--- src/rtl/mem_port_arbiter.sv ---
// mem_port_arbiter: shares one byte-wide RAM port between instruction fetch
// and the load/store stage. Each 1/2/4-byte access is split into byte cycles.
// Read data is assembled little-endian, and the owner gets a one-cycle done pulse.
// Optional macro ARB_ROUND_ROBIN_EN: alternate grants when both stages are
// pending. Without it, MEM has fixed priority.
module mem_port_arbiter #(
  parameter int ADDR_W = 32
) (
  input  logic              clk,
  input  logic              rst_n,
  input  logic              if_req_i,
  input  logic [ADDR_W-1:0] if_addr_i,
  output logic [31:0]       if_data_o,
  output logic              if_done_o,
  input  logic              mem_req_i,
  input  logic              mem_we_i,
  input  logic [1:0]        mem_len_i,
  input  logic [ADDR_W-1:0] mem_addr_i,
  input  logic [31:0]       mem_wdata_i,
  output logic [31:0]       mem_rdata_o,
  output logic              mem_done_o,
  input  logic              flush_i,
  output logic [ADDR_W-1:0] ram_addr_o,
  output logic              ram_we_o,
  output logic [7:0]        ram_dout_o,
  input  logic [7:0]        ram_din_i,
  output logic              stallreq_if_o,
  output logic              stallreq_mem_o
);

  typedef enum logic [1:0] {IDLE, ACCESS, WAIT, DONE} state_t;
  typedef enum logic [1:0] {OWN_NONE, OWN_IF, OWN_MEM} owner_t;

  state_t            state;
  owner_t            owner;
  logic [ADDR_W-1:0] base;
  logic [2:0]        n;
  logic [1:0]        cnt;
  logic              we;
  logic [31:0]       wdata;
  logic [31:0]       data;

  logic              grant_mem, grant_if;
  logic [2:0]        len_n, n_m1;
  logic [1:0]        cnt_p1, cnt_m1;
  logic [31:0]       data_fin;
  logic              last_byte, abort;

  assign stallreq_if_o  = if_req_i & ~if_done_o;
  assign stallreq_mem_o = mem_req_i & ~mem_done_o;

`ifdef ARB_ROUND_ROBIN_EN
  logic last_mem;  // 1: most recent grant went to MEM
  assign grant_mem = mem_req_i & (~if_req_i | ~last_mem);

  // Remember who was granted last, so ties alternate.
  always_ff @(posedge clk or negedge rst_n) begin
    if (!rst_n)
      last_mem <= 1'b0;
    else if (state == IDLE && (mem_req_i || if_req_i))
      last_mem <= grant_mem;
  end
`else
  assign grant_mem = mem_req_i;
`endif
  assign grant_if = if_req_i & ~grant_mem;

  assign len_n     = (mem_len_i == 2'b00) ? 3'd1 : (mem_len_i == 2'b01) ? 3'd2 : 3'd4;
  assign n_m1      = n - 3'd1;
  assign cnt_p1    = cnt + 2'd1;
  assign cnt_m1    = cnt - 2'd1;
  assign last_byte = ({1'b0, cnt} == n_m1);
  // Only instruction fetches are abortable; a MEM access always completes.
  assign abort     = flush_i && (owner == OWN_IF);
  // The last byte arrives during WAIT; data was cleared at grant, so OR-ing it in is enough.
  assign data_fin  = data | ({24'd0, ram_din_i} << {n_m1, 3'b000});

  // Access sequencer. RAM-side and done outputs are registered so each
  // output is valid for the whole cycle of the state it belongs to.
  always_ff @(posedge clk or negedge rst_n) begin
    if (!rst_n) begin
      state       <= IDLE;
      owner       <= OWN_NONE;
      base        <= '0;
      n           <= 3'd0;
      cnt         <= 2'd0;
      we          <= 1'b0;
      wdata       <= 32'd0;
      data        <= 32'd0;
      if_data_o   <= 32'd0;
      if_done_o   <= 1'b0;
      mem_rdata_o <= 32'd0;
      mem_done_o  <= 1'b0;
      ram_addr_o  <= '0;
      ram_we_o    <= 1'b0;
      ram_dout_o  <= 8'd0;
    end else begin
      if_done_o  <= 1'b0;
      mem_done_o <= 1'b0;
      case (state)
        IDLE: begin
          cnt        <= 2'd0;
          ram_addr_o <= '0;
          ram_we_o   <= 1'b0;
          ram_dout_o <= 8'd0;
          if (grant_mem || grant_if) begin
            owner      <= grant_mem ? OWN_MEM : OWN_IF;
            base       <= grant_mem ? mem_addr_i : if_addr_i;
            n          <= grant_mem ? len_n : 3'd4;
            we         <= grant_mem & mem_we_i;
            wdata      <= mem_wdata_i;
            data       <= 32'd0;
            // First byte goes out in the first ACCESS cycle.
            ram_addr_o <= grant_mem ? mem_addr_i : if_addr_i;
            ram_we_o   <= grant_mem & mem_we_i;
            ram_dout_o <= (grant_mem & mem_we_i) ? mem_wdata_i[7:0] : 8'd0;
            state      <= ACCESS;
          end
        end
        ACCESS: begin
          if (abort) begin
            state      <= IDLE;
            owner      <= OWN_NONE;
            ram_addr_o <= '0;
            ram_we_o   <= 1'b0;
            ram_dout_o <= 8'd0;
          end else begin
            if (cnt != 2'd0)
              data[{cnt_m1, 3'b000} +: 8] <= ram_din_i;
            cnt <= cnt_p1;
            if (last_byte) begin
              ram_addr_o <= '0;
              ram_we_o   <= 1'b0;
              ram_dout_o <= 8'd0;
              if (we) begin
                state      <= DONE;
                mem_done_o <= 1'b1;
              end else begin
                state <= WAIT;
              end
            end else begin
              ram_addr_o <= base + {{(ADDR_W-2){1'b0}}, cnt_p1};
              ram_we_o   <= we;
              ram_dout_o <= we ? wdata[{cnt_p1, 3'b000} +: 8] : 8'd0;
            end
          end
        end
        WAIT: begin
          if (abort) begin
            state <= IDLE;
            owner <= OWN_NONE;
          end else begin
            state <= DONE;
            if (owner == OWN_IF) begin
              if_data_o <= data_fin;
              if_done_o <= 1'b1;
            end else begin
              mem_rdata_o <= data_fin;
              mem_done_o  <= 1'b1;
            end
          end
        end
        DONE: begin
          state <= IDLE;
          owner <= OWN_NONE;
        end
        default: state <= IDLE;
      endcase
    end
  end

endmodule

--- config.mk ---
export PLATFORM = sky130hd
export DESIGN_NAME = mem_port_arbiter
export DESIGN_NICKNAME = d
export VERILOG_FILES = /design/src/rtl/mem_port_arbiter.sv
export SDC_FILE = /design/constraint.sdc
export NUM_CORES = 1
export LEC_CHECK = 0
export ABC_AREA = 1
export CORE_MARGIN = 4
export CORE_UTILIZATION = 31
export DETAILED_ROUTE_END_ITERATION = 10
export SLEW_MARGIN = 10
export SYNTH_ARGS = -nofsm -noshare
export SYNTH_HDL_FRONTEND = slang
export SYNTH_SLANG_ARGS = --single-unit
--- constraint.sdc ---
create_clock -name clk -period 3.3 [get_ports clk]
set_clock_uncertainty 0.15 [all_clocks]
set_input_delay 0.66 -clock clk [delete_from_list [all_inputs] [get_ports clk]]
set_output_delay 0.66 -clock clk [all_outputs]
set_load 0.005 [all_outputs]
==> run_results.csv, run 1 <==
group,metric,value,unit
pwr,vdd.ir_drop.worst,433.8,µV
clocking,clk_latency,530,ps
clocking,cts_hold_buf,1,
critical_path,path_delay_family,"buffers and inverters",
critical_path,path_buf_inv,3,
drt,totalWireLength,33460,µm
place,dpl_cell_area,13230,µm²
yosys,yosys_register_bits,213,
drt,drt_iter0_drc,795,
die,core-area,33530,µm²
run_status,run_status,"completed",
critical_path,r2r-end,"ram_addr_o[10]",
timing,rsz0062_at_grt,"no",
die,row_count,67,
timing,tightest_slew,944.9,ps
critical_path,worst-path-max-fanout,29,
yosys,synth_warnings,0,
timing,fin_setup_tns,0,ps
clocking,tritoncts,"done",
timing,relSlewSlack,0.3701,
clocking,cts_setup_buffers,0,
cells_and_area,fin_area,14120,µm²
critical_path,reg2reg_slack,550,ps
global_route,grt_overflow,0,
timing,min_period_over_period,0.8340,
yosys,syn_inst,1360,
timing,whs,319.1,ps
timing,setup_viol_count_final,0,
timing,slew_violations,0,
drt,first_pass_iters,5,
yosys,syn-num-nets,1484,
hold_path,worst_hold_path_type,"register to register",
yosys,synth_top_area_frac,0.5047,
yosys,synthDistinctLibCells,41,
critical_path,end_kind,"register",
clocking,htreeDepth,1,
yosys,netlist_area,10560,µm²
pwr,p_total,0.01314,W
timing,fmax,363.4,MHz
yosys,synthArstFlopShare,1.000,
yosys,synth_top_area_cell,"dfrtp_1",
global_route,grt_usage,0.1785,
hold_path,hold_depth,2,
drt,drtAntennaViolNets,0,
clocking,cts-root-buf,"clkbuf_16",
place,port_buffers,220,
drt,drc,0,
critical_path,required,3600,ps
yosys,synth.top_cells.by_count,"484 x nand2_1, 213 x dfrtp_1, 137 x o21ai_0",
clocking,cts.sinks,213,
critical_path,worstPathCellList,"inv_1 > ha_1 > inv_2 > nand2_1 > nand2_1 > nand3_2 > nand2_2 > inv_2 > nand3_1 > a21oi_1",
yosys,synthTopCellsByArea,"dfrtp_1 50%, nand2_1 17%, o21ai_0 6.5%, nor2_1 4.1%, a21oi_1 4.0%",
clocking,cts_buffers,25,
hold_path,min_to,"wdata[12]",
die,dieArea,37080,µm²
critical_path,crit_slowest_cell,"ha_1",
yosys,ys_seq_area_frac,0.5047,
yosys,ys.flop_type,"dfrtp_1",
cells_and_area,drive_gt1_frac,0.07372,
pwr,p_leak,6.344,nW
global_route,antenna_found_initial,2,
die,ioPinCount,221,
critical_path,arrival,3050,ps
clocking,cts_buffer_depth,3,
critical_path,reg2regPathDepth,10,
cells_and_area,final_nets,1692,
yosys,synth_edf_count,0,
place,post-dp-hpwl,24100,µm
critical_path,max_stage_delay,570,ps
pwr,power.density,930.1,nW/µm²
drt,vias,9859,
die,die_w,192.6,µm
timing,layout_min_cycle_time,2752,ps
cells_and_area,syn_to_final_growth,33.76,%
global_route,grt_pass1_wl,53210,µm
global_route,grt_max_degree,65,
place,gp_routability_congestion,0.8728,
drt,routedWlPerCell,16.44,µm
die,die_h,192.6,µm
yosys,synth.avg_cell_area,7.765,µm²
timing,hold_viol_final,0,
drt,viasPerCell,4.842,
yosys,synth_most_common_cell,"nand2_1",
critical_path,worst_setup_path_start_kind,"register",
critical_path,r2r_start,"n[0]",
flow_run,cap_viol_max_count,0,
global_route,grt_pass1_vias,9635,
clocking,path_clk_slew,60,ps
clocking,ctsResizeCount,0,
hold_path,min-delay-start,"wdata[12]",
critical_path,critPathKind,"register to register",
die,initial_core_util,0.3149,
-- flip-flops by register name (all words and copies together), names as in the netlist --
register,flops
base,32
cnt,2
data,32
if_data_o,32
if_done_o,1
mem_done_o,1
mem_rdata_o,32
n,3
owner,2
ram_addr_o,32
ram_dout_o,8
ram_we_o,1
state,2
wdata,32
we,1
-- kinds of logic (layout without fill, tap and decap cells) --
| family | after synthesis | count (layout) | share of synthesized area |
|---|---|---|---|
| buf+inv | 163 | 390 | 0.06481 |
| fa+ha+maj | 12 | 12 | 0.01493 |
| simple gates | 680 | 680 | 0.2611 |
| compound gates | 290 | 290 | 0.1520 |
| other cells | 0 | 1 | 0 |
| xor+xnor | 2 | 2 | 0.002370 |
| flops | 213 | 213 | 0.5047 |
-- worst max path at each step --
stage / to / from / cells past startpoint
after floorplan: ram_addr_o[30] / cnt[0] / 12
after global placement: data[6] / mem_req_i / 11
after detailed placement: data[10] / mem_req_i / 10
after CTS: ram_addr_o[11] / n[0] / 10
after global routing: ram_addr_o[11] / n[0] / 10
final: ram_addr_o[10] / n[0] / 10
-- cell type report --
class,instances,area [µm²]
Sequential cell,213,5330
Tap cell,448,560.5
Clock inverter,10,157.7
Clock buffer,36,726.9
Multi-Input combinational cell,984,4548
Inverter,102,387.9
Antenna cell,1,2.502
Timing Repair Buffer,242,2411
Fill cell,3398,19410
-- per-layer routing --
layer	GRT usage	vias to the layer above	wire (µm)
met3	0.03582	51	2579
met1	0.2512	4653	15070
met4	0.04937	2	845
met5	0	-	13
li1	-	4802	-
met2	0.2810	351	14950
-- power breakdown --
group	internal [W]	switching, W
Clock	0.00184	0.00112
Sequential	0.00363	0.000688
Combinational	0.00235	0.00350
-- stage by stage --
stage	utilization	std cells	worst slack, ps
floorplan	-	1360	728.3
global placement	0.3945	1988	526.5
global route	0.4212	2036	287.9
finish	0.4212	2036	547.9
CTS	0.4212	2035	549.4
detailed placement	0.3945	1988	451.5
-- worst register-to-register path, stage by stage, from the launching register on --
cell     delay (ps)
dfrtp_1         340
inv_1            60
ha_1            570
inv_2           280
nand2_1         120
nand2_1          60
nand3_2          90
nand2_2         130
inv_2           460
nand3_1         240
a21oi_1         180
-- cell usage in the layout (no fill, tap or decap), types with 8 or more instances in the layout --
cell type,Yosys,layout
nor2_1,115,114
nand2_1,484,484
a21oi_1,84,84
dfrtp_1,213,213
ha_1,11,11
inv_2,10,10
a31oi_1,35,35
inv_1,89,89
nand3_1,44,44
buf_4,3,18
nor2_2,7,8
o21ai_2,12,12
o21ai_0,137,137
clkbuf_16,0,25
clkdlybuf4s50_1,0,219
No activity file was read; power rests on OpenSTA's default activity.
==> run 2, diff against run 1 <==
clock period = 2.9 ns   (was 3.3 ns; I/O delays follow)
==> run 2 against run 1 <==
Fmax is 3.3% higher. Sequential power increased by 14%. Critical path type unchanged. Clock-buffer cell count shrank 1. Cell area grew 0.17%. Die area unchanged. Highest routed layer unchanged. Sequential cell count did not move. Combinational power increased by 15%. Power up 12%. Register-to-register slack got worse by 310 ps. Utilization increased by 0.071 points. Global-route usage fell by 0.18 points.
==> run_results.csv, run 2 (synthesis results as in run 1) <==
group,metric,value,unit
critical_path,end_kind,"register",
clocking,path_clk_slew,60,ps
pwr,power.density,1044,nW/µm²
drt,viasPerCell,4.752,
critical_path,worst-path-max-fanout,6,
clocking,clk_latency,520,ps
run_status,run_status,"completed",
flow_run,cap_viol_max_count,0,
place,gp_routability_congestion,0.9035,
timing,rsz0062_at_grt,"no",
cells_and_area,drive_gt1_frac,0.07900,
clocking,cts.sinks,213,
drt,drtAntennaViolNets,0,
cells_and_area,nFillCells,3426,
place,post-dp-hpwl,24350,µm
global_route,grt_usage,0.1767,
timing,relSlewSlack,0.5253,
timing,setup_ws,234.9,ps
die,dieArea,37080,µm²
drt,drc,0,
timing,hold_viol_final,0,
drt,first_pass_iters,6,
global_route,antenna_found_initial,2,
drt,vias,9709,
die,die_h,192.6,µm
clocking,cts_buffer_depth,3,
cells_and_area,final_nets,1701,
place,port_buffers,220,
cells_and_area,layout_common_cells,"484 x nand2_1, 219 x clkdlybuf4s50_1, 213 x dfrtp_1, 137 x o21ai_0, 114 x nor2_1",
timing,layout_min_cycle_time,2665,ps
pwr,p_leak,6.357,nW
global_route,grt_pass1_vias,9616,
cells_and_area,antennaDiodeCount,0,
clocking,cts-root-buf,"clkbuf_16",
timing,min_period_over_period,0.9190,
global_route,grt_pass1_wl,52760,µm
place,dp_slack,192.3,ps
clocking,tritoncts,"done",
drt,drt_iter0_drc,656,
hold_path,worst_hold_path_type,"register to register",
clocking,cts_buffers,24,
die,initial_core_util,0.3149,
cells_and_area,final_common_cell,"nand2_1",
timing,setup_viol_count_final,0,
critical_path,worst_setup_path_start_kind,"register",
pwr,vdd.ir_drop.worst,469.8,µV
critical_path,arrival,2960,ps
die,core-area,33530,µm²
clocking,cts_setup_buffers,0,
timing,fin_setup_tns,0,ps
clocking,htreeDepth,1,
drt,totalWireLength,33300,µm
clocking,ctsResizeCount,0,
global_route,grt_max_degree,77,
timing,tightest_slew,708.2,ps
critical_path,critPathKind,"register to register",
drt,routedWlPerCell,16.30,µm
die,row_count,67,
die,die_w,192.6,µm
die,ioPinCount,221,
timing,fmax,375.2,MHz
critical_path,required,3200,ps
cells_and_area,syn_to_final_growth,33.98,%
timing,slew_violations,0,
global_route,grt_overflow,0,
## run 2: changes by cell type in the layout (fill, tap and decap cells not counted)
cell        change
bufinv_16       -2
buf_12          +1
clkinvlp_4      +2
clkbuf_16       -1
inv_6           -1
clkinv_8        +1
diode_2         -1
clkbuf_1        -1
buf_4           +9
clkbuf_8        +1
clkinv_4        -1
## run 2: path summary, 6_finish.rpt
check                           from              to  slack [ps]  depth (start not counted)
setup / recovery              cnt[1]  ram_addr_o[21]         230                         11
hold / removal             wdata[15]       wdata[15]         320                          2
setup reg to reg              cnt[1]  ram_addr_o[21]         230                         11
hold reg to reg            wdata[15]       wdata[15]         320                          2
max in group asynchronous      rst_n  ram_addr_o[30]        1390                          3
min in group asynchronous      rst_n  mem_rdata_o[6]         470                          2
## run 2: final cells by class
type                    instances  area, µm²  area share
clock buffers                  35      711.9     0.05032
clock inverters                 9      111.4    0.007871
inverters                     102      387.9     0.02741
multi-input cells             984       4548      0.3215
flip-flops and latches        213       5330      0.3767
well taps                     448      560.5     0.03962
repair buffers                252       2499      0.1766
## run 2: through the flow
stage | utilization | power [W] | cell area [µm²] | cells | hold slack [ps]
4_1_cts | 0.4219 | 0.01495 | 14150 | 2043 | 324.7
3_5_place_dp | 0.3971 | 0.01172 | 13320 | 1998 | 308.6
3_3_place_gp | 0.3971 | 0.01163 | 13320 | 1998 | 299.5
5_1_grt | 0.4219 | 0.01596 | 14150 | 2043 | 343.9
6_report | 0.4219 | 0.01477 | 14150 | 2043 | 319.1
2_1_floorplan | - | 0.008722 | 10560 | 1360 | 134.4
## run 2: timing repair
action / CTS / global route
hold endpoints to repair: 57 / 0
setup endpoints to repair: 0 / 0
hold buffers: 1 / 0
## run 2: worst max-delay path: stages (launching register included)
cell     delay (ps)
dfrtp_1         400
inv_1           110
ha_1            350
ha_1            300
nand3_1          70
nand2_1         220
nand2_1         130
nor2_1          400
nand2_1         100
nand2_1          70
nand3_1         120
a21oi_1         160
## run 2: metal layers
metal	global-route usage	routed length (µm)	part of all wire	vias to the layer above
met1	0.2507	15170	0.46	4498
met3	0.03473	2385	0.072	60
met2	0.2769	14850	0.45	324
met4	0.04772	855	0.026	4
met5	0	31	0.00093	-
li1	-	-	-	4823
## run 2: power breakdown
group	leakage, nW	internal, W	total [W]	switching (W)
sequential	2.76	0.00413	0.00492	0.000784
clock	0.402	0.00188	0.00314	0.00126
combinational	3.19	0.00273	0.00672	0.00399
total	6.36	0.00875	0.0148	0.00603
==> run 3, diff against run 2 <==
SLEW_MARGIN = default   (was 10)
==> results of run 3 <==
No change in the layout: final DEF, timing and power equal those of run 2.
